<file path="config.mk">
export PLATFORM = sky130hd
export DESIGN_NAME = glenn_sipo_rx
export DESIGN_NICKNAME = d
export VERILOG_FILES = /design/src/rtl/glenn_sipo_rx.sv
export SDC_FILE = /design/constraint.sdc
export NUM_CORES = 1
export LEC_CHECK = 0
export ABC_AREA = 1
export CORE_ASPECT_RATIO = 0.5
export CORE_MARGIN = 1.5
export CORE_UTILIZATION = 30
export CTS_CLUSTER_SIZE = 8
export DETAILED_ROUTE_END_ITERATION = 8
export PLACE_DENSITY_LB_ADDON = 0.3
export RECOVER_POWER = 100
export SETUP_SLACK_MARGIN = 0.15
export SLEW_MARGIN = 20
export SYNTH_ARGS = -nofsm -noshare
export SYNTH_HDL_FRONTEND = slang
export SYNTH_SLANG_ARGS = --single-unit
</file>
<file path="constraint.sdc">
create_clock -name in_Clk -period 2.5 [get_ports in_Clk]
set_input_delay 0.5 -clock in_Clk [delete_from_list [all_inputs] [get_ports in_Clk]]
set_output_delay 0.5 -clock in_Clk [all_outputs]
set_load 0.03 [all_outputs]
</file>
<file path="src/rtl/glenn_sipo_rx.sv">
// Serial-in / parallel-out receiver: LSB-first bits are assembled into a byte and handed off through a one-entry holding register.
// Define GLENN_SIPO_PARITY_EN to add an even-parity bit after each byte and the out_ParityErr flag.
module glenn_sipo_rx (
   input  logic       in_Clk,
   input  logic       in_Rst_n,
   input  logic       in_Serial,
   input  logic       in_BitEn,
   input  logic       in_Start,
   input  logic       in_Ready,
   input  logic       in_ClrOvr,
   output logic [7:0] out_8bitData,
   output logic       out_Valid,
   output logic       out_Overrun,
`ifdef GLENN_SIPO_PARITY_EN
   output logic       out_ParityErr,
`endif
   output logic [1:0] fsm_state
);

   typedef enum logic [1:0] {IDLE = 2'd0, DATA = 2'd1, PAR = 2'd2} state_t;

   state_t     state;
   logic [2:0] count;
   logic [7:0] shreg;
   logic [7:0] shifted;
   logic       byte_done;
   logic [7:0] done_byte;
   logic       drop;
`ifdef GLENN_SIPO_PARITY_EN
   logic       done_perr;
`endif

   assign shifted   = {in_Serial, shreg[7:1]};
   assign fsm_state = state;

   // A frame completes on the edge that samples its last bit; a start pulse on that edge wins.
   always_comb begin
      byte_done = 1'b0;
      done_byte = shifted;
`ifdef GLENN_SIPO_PARITY_EN
      done_perr = 1'b0;
      if (!in_Start && in_BitEn && state == PAR) begin
         byte_done = 1'b1;
         done_byte = shreg;
         done_perr = ^{shreg, in_Serial};
      end
`else
      if (!in_Start && in_BitEn && state == DATA && count == 3'd7)
         byte_done = 1'b1;
`endif
   end

   // Handshake: the holding register is offered while out_Valid=1 and is taken on any rising edge where
   // in_Ready=1 too; a byte completing on that same edge refills it, and one completing while it is
   // full and not being taken is dropped and flagged in out_Overrun.
   assign drop = byte_done && out_Valid && !in_Ready;

   always_ff @(posedge in_Clk or negedge in_Rst_n) begin
      if (!in_Rst_n) begin
         state        <= IDLE;
         count        <= 3'd0;
         shreg        <= 8'h00;
         out_8bitData <= 8'h00;
         out_Valid    <= 1'b0;
         out_Overrun  <= 1'b0;
`ifdef GLENN_SIPO_PARITY_EN
         out_ParityErr <= 1'b0;
`endif
      end else begin
         if (in_Start) begin
            state <= DATA;
            count <= in_BitEn ? 3'd1 : 3'd0;
            shreg <= in_BitEn ? {in_Serial, 7'h00} : 8'h00;
         end else if (in_BitEn) begin
            case (state)
               DATA: begin
                  shreg <= shifted;
                  count <= count + 3'd1;
                  if (count == 3'd7) begin
`ifdef GLENN_SIPO_PARITY_EN
                     state <= PAR;
`else
                     state <= IDLE;
`endif
                  end
               end
               PAR:     state <= IDLE;
               default: state <= IDLE;
            endcase
         end

         if (byte_done && !drop) begin
            out_8bitData <= done_byte;
            out_Valid    <= 1'b1;
`ifdef GLENN_SIPO_PARITY_EN
            out_ParityErr <= done_perr;
`endif
         end else if (in_Ready) begin
            out_Valid <= 1'b0;
         end

         if (drop)
            out_Overrun <= 1'b1;
         else if (in_ClrOvr)
            out_Overrun <= 1'b0;
      end
   end

endmodule
</file>
### Word-level counts from Yosys, hierarchy flattened

Index checks and enable logic that the tools add are counted.

* flip-flop bits (word level): 23
* output and inout port bits: 12
* word-level logic and storage cells: 42

* $add $sub $neg: 1
* eq/ne operators: 3
* multiplexer cells: 17
* reductions and logical operators: 15

Operator list (number)
* $mux 8: 4
* $mux 3: 3
* $mux 2: 4
* $reduce_bool 2->1: 4
* $logic_and 1x1->1: 6
* $mux 1: 6
* $reduce_and 2->1: 2
* $add 3x1->3 const B: 1
* $eq 3x3->1 const B: 1
* $logic_not 1->1: 3
* $ne 3x2->1 const B: 1
* $eq 2x1->1 const B: 1

### Logic depth before layout (Yosys ltp)

* word-level depth: 10
* gate-level depth with buffers: 7
* mapped depth without buffers: 7

### Least setup slack after synthesis

No wires, ideal clock.

* path type: register to register
* start: reg count[0]
* end: reg out_8bitData[0]
* setup time: 118 ps
* arrival time: 1047 ps
* required time: 2382 ps
* slack: 1335 ps
* cell stages (with the launch flop): 8
* cells stage by stage: dfrtp_1 > ha_1 > ha_1 > inv_1 > nor2_2 > nand3_2 > nand2_1 > nand2_1

* cells in the longest elaborated chain, start to end: 7

Ends and longest elaborated chain
* start: declaration: RTL line 23 `logic [2:0] count;`
* start signal: assignment: RTL line 72 `count <= in_BitEn ? 3'd1 : 3'd0;`
* start signal: assignment: RTL line 78 `count <= count + 3'd1;`
* $eq 3x3->1 (*): RTL line 48 `if (!in_Start && in_BitEn && state == DATA && count == 3'd7)`
* $logic_and 1x1->1 (*): RTL line 48
* $mux 1 (*): RTL line 48
* $logic_and 1x1->1 (2 in series): RTL line 56 `assign drop = byte_done && out_Valid && !in_Ready;`
* $logic_not 1->1: RTL line 92 `if (byte_done && !drop) begin`
* $logic_and 1x1->1 (*): RTL line 92
* end signal: assignment: RTL line 93 `out_8bitData <= done_byte;`
* end: declaration: RTL line 11 `output logic [7:0] out_8bitData,`

Mark *: on every way between the ends. The rest lies on a longest branch, timed or not.
A chain may end at the register's enable or synchronous reset.

### Final worst setup path

* start: in in_BitEn
* end: reg count[2]

* cells in the longest elaborated chain, start to end: 2

Ends and longest elaborated chain
* start: declaration: RTL line 7 `input logic in_BitEn,`
* $reduce_bool 2->1 (no line)
* $reduce_and 2->1 (no line)

No other way between the ends.

==> impl_metrics.toml <==
[run_status]
outcome = "complete, no violations"

[cts]
cts_buffers = 3
clk_pin_slew_ns = 0.07
clock_path_buffers = 2
clock-sinks = 21
ctsHoldBuffers = 0
cts_root_buffer = "clkbuf_8"
clock_latency_ns = 0.26
postCtsSetupBuffers = 0
cts_tree = "done"
cts_resized = 0
h-tree-depth = 1

[logic_synthesis]
synthXorXnorAreaFrac = 0
synth_warnings = 0
synth_compound_area_frac = 0.0165
avgSynthCellArea_sq_um = 8.83
synth_seq_cells = 21
synth_mux_area_frac = 0
ys_top_cells_by_area = "dfrtp_1 58%, nand2_1 21%, nand3_1 5.0%"
synth_top_family_by_area = "simple AND/OR/NAND/NOR gates"
syn_nets = 112
yosysTopAreaCellShare = 0.578
yosysTopAreaCell = "dfrtp_1"
synth_simple_gate_area_frac = 0.326
syn_area_sq_um = 910
synth_cell_types = 17
yosysSeqAreaShare = 0.578
synth_fa_ha_area_frac = 0.0275
netlist_instances = 103

[setup_path]
critPathRequiredTime_ns = 2.70
rr_worst_depth = 5
worstSetupStartpointType = "input pin"
setup.worst_path.class = "input pin to flop"
critPathArrivalTime_ns = 2.23
crit_fanout = 10
endpoint_kind = "flop"

[global_route]
antenna_found_initial = 0
grt-ovfl-total = 0
track_usage = 0.111
grt_pass1_wl_mm = 2.75
grt_pass1_vias = 629
grt_max_degree = 22

[layout]
mostFrequentLayoutCell = "nand2_1"
layout_common_cells = "52 x nand2_1, 21 x dfrtp_1, 14 x dlygate4sd3_1"
drive_gt1_frac = 0.0650
fin_util = 0.419
area_growth_syn_to_layout_pct = 26.0
seqCellArea_sq_um = 526
fillers = 277
fin_area_sq_um = 1150
multi_input_area_sq_um = 323
nNetsFinal = 133
diodes = 0

[sta]
grt_setup_unrepaired = "false"
fin_crit_ns = 2.03
finClkSkew_ns = 0.00532
tightest_slew_ns = 1.07
fin_crit_sh = 0.812
setup_viol_count_final = 0
fmax_mhz = 493
slew_headroom = 0.286
hold_violations = 0
drv_slew = 0
tns_ns = 0

[hold_path]
worstHoldPathCells = 2
worst_hold_path_type = "flop to flop"

[floorplanning]
die_y_um = 41.9
die_area_sq_um = 3390
ios = 19
rows = 13
start_util = 0.333
core_area_sq_um = 2730
die_x_um = 80.9

[power_and_ir_drop]
p_per_area_nw_per_um2 = 535
p_leak_nw = 0.634
ir_drop_v = 0.000203

[drt]
wire_per_inst_um = 10.0
antenna_left = 0
route.detailed.drc = 0
drt-pass1-iter-count = 4
viasPerCell = 4.20
routed_wl_mm = 1.61
drtIter0Drc = 38
num_vias = 672

[placement]
placedInstanceArea_sq_um = 1120
place_hpwl_mm = 1.20
io_buffers = 17
globalplace.congestion = 0.696

[run]
cap_violations = 0
-- synth_stat cells --
library cell,number
ha_1,2
o21bai_1,1
nor2_4,3
nor2_2,1
inv_2,1
inv_4,1
nand3_1,9
buf_4,1
o211ai_1,1
inv_1,6
nand2_1,51
nand2_2,1
clkbuf_1,1
conb_1,1
dfrtp_1,21
nand3_2,1
nor2_1,1
-- layer usage --
layer	up-vias	part of all wire	track usage
met3	2	0.054	0.0396
met2	17	0.41	0.165
met4	0	0.011	0.0517
met1	295	0.53	0.144
met5	-	0	0
li1	358	-	-
-- worst max-delay path: stages --
cell and delay (ns):
dlygate4sd3_1 0.59, nand2_1 0.21, clkinvlp_2 0.20, nor2_1 0.51
nand2_1 0.12, nand2_1 0.10
-- where the power goes --
part           internal (mW)  leakage (nW)  total, mW  switching, mW
Combinational         0.0159         0.325     0.0431         0.0271
Sequential             0.347         0.283      0.352        0.00533
Clock                  0.111        0.0255      0.218          0.106
-- sequential cells by signal, summed over array words and instances, names as in the netlist --
| signal | count |
|---|---|
| shreg | 7 |
| out_Valid | 1 |
| out_8bitData | 8 |
| out_Overrun | 1 |
| fsm_state | 1 |
| count | 3 |
-- cell type report --
type                       instances  share of cell area
tap                               37              0.0404
sequential                        21               0.459
inverter                           8              0.0273
timing repair buffer              18               0.152
clock inverter                     1             0.00437
clock buffer                       3              0.0360
multi-input combinational         72               0.282
-- cell families after synthesis --
family,after synthesis
compound gates,2
fa+ha+maj,2
buf+inv,10
flops,21
other cells,1
simple gates,67
-- path summary, 6_finish.rpt --
check,startpoint,endpoint,slack (ns)
worst max-delay path,in_BitEn,count[2],0.47
worst min-delay path,out_8bitData[0],out_8bitData[0],0.47
worst max register to register,fsm_state[0],count[2],0.92
worst min register to register,out_8bitData[0],out_8bitData[0],0.47
max in group asynchronous,in_Rst_n,shreg[1],0.91
min in group asynchronous,in_Rst_n,out_8bitData[3],0.95
-- through the flow --
stage               instances  worst slack, ns  power (mW)  hold slack, ns
floorplan                 103             1.33       0.382           0.204
global placement          156            0.745       0.407           0.462
detailed placement        156            0.732       0.408           0.461
CTS                       160            0.665       0.627           0.480
global route              160            0.357       0.642           0.495
finish                    160            0.470       0.613           0.467
Note: power is estimated with default switching activity, not from simulation.
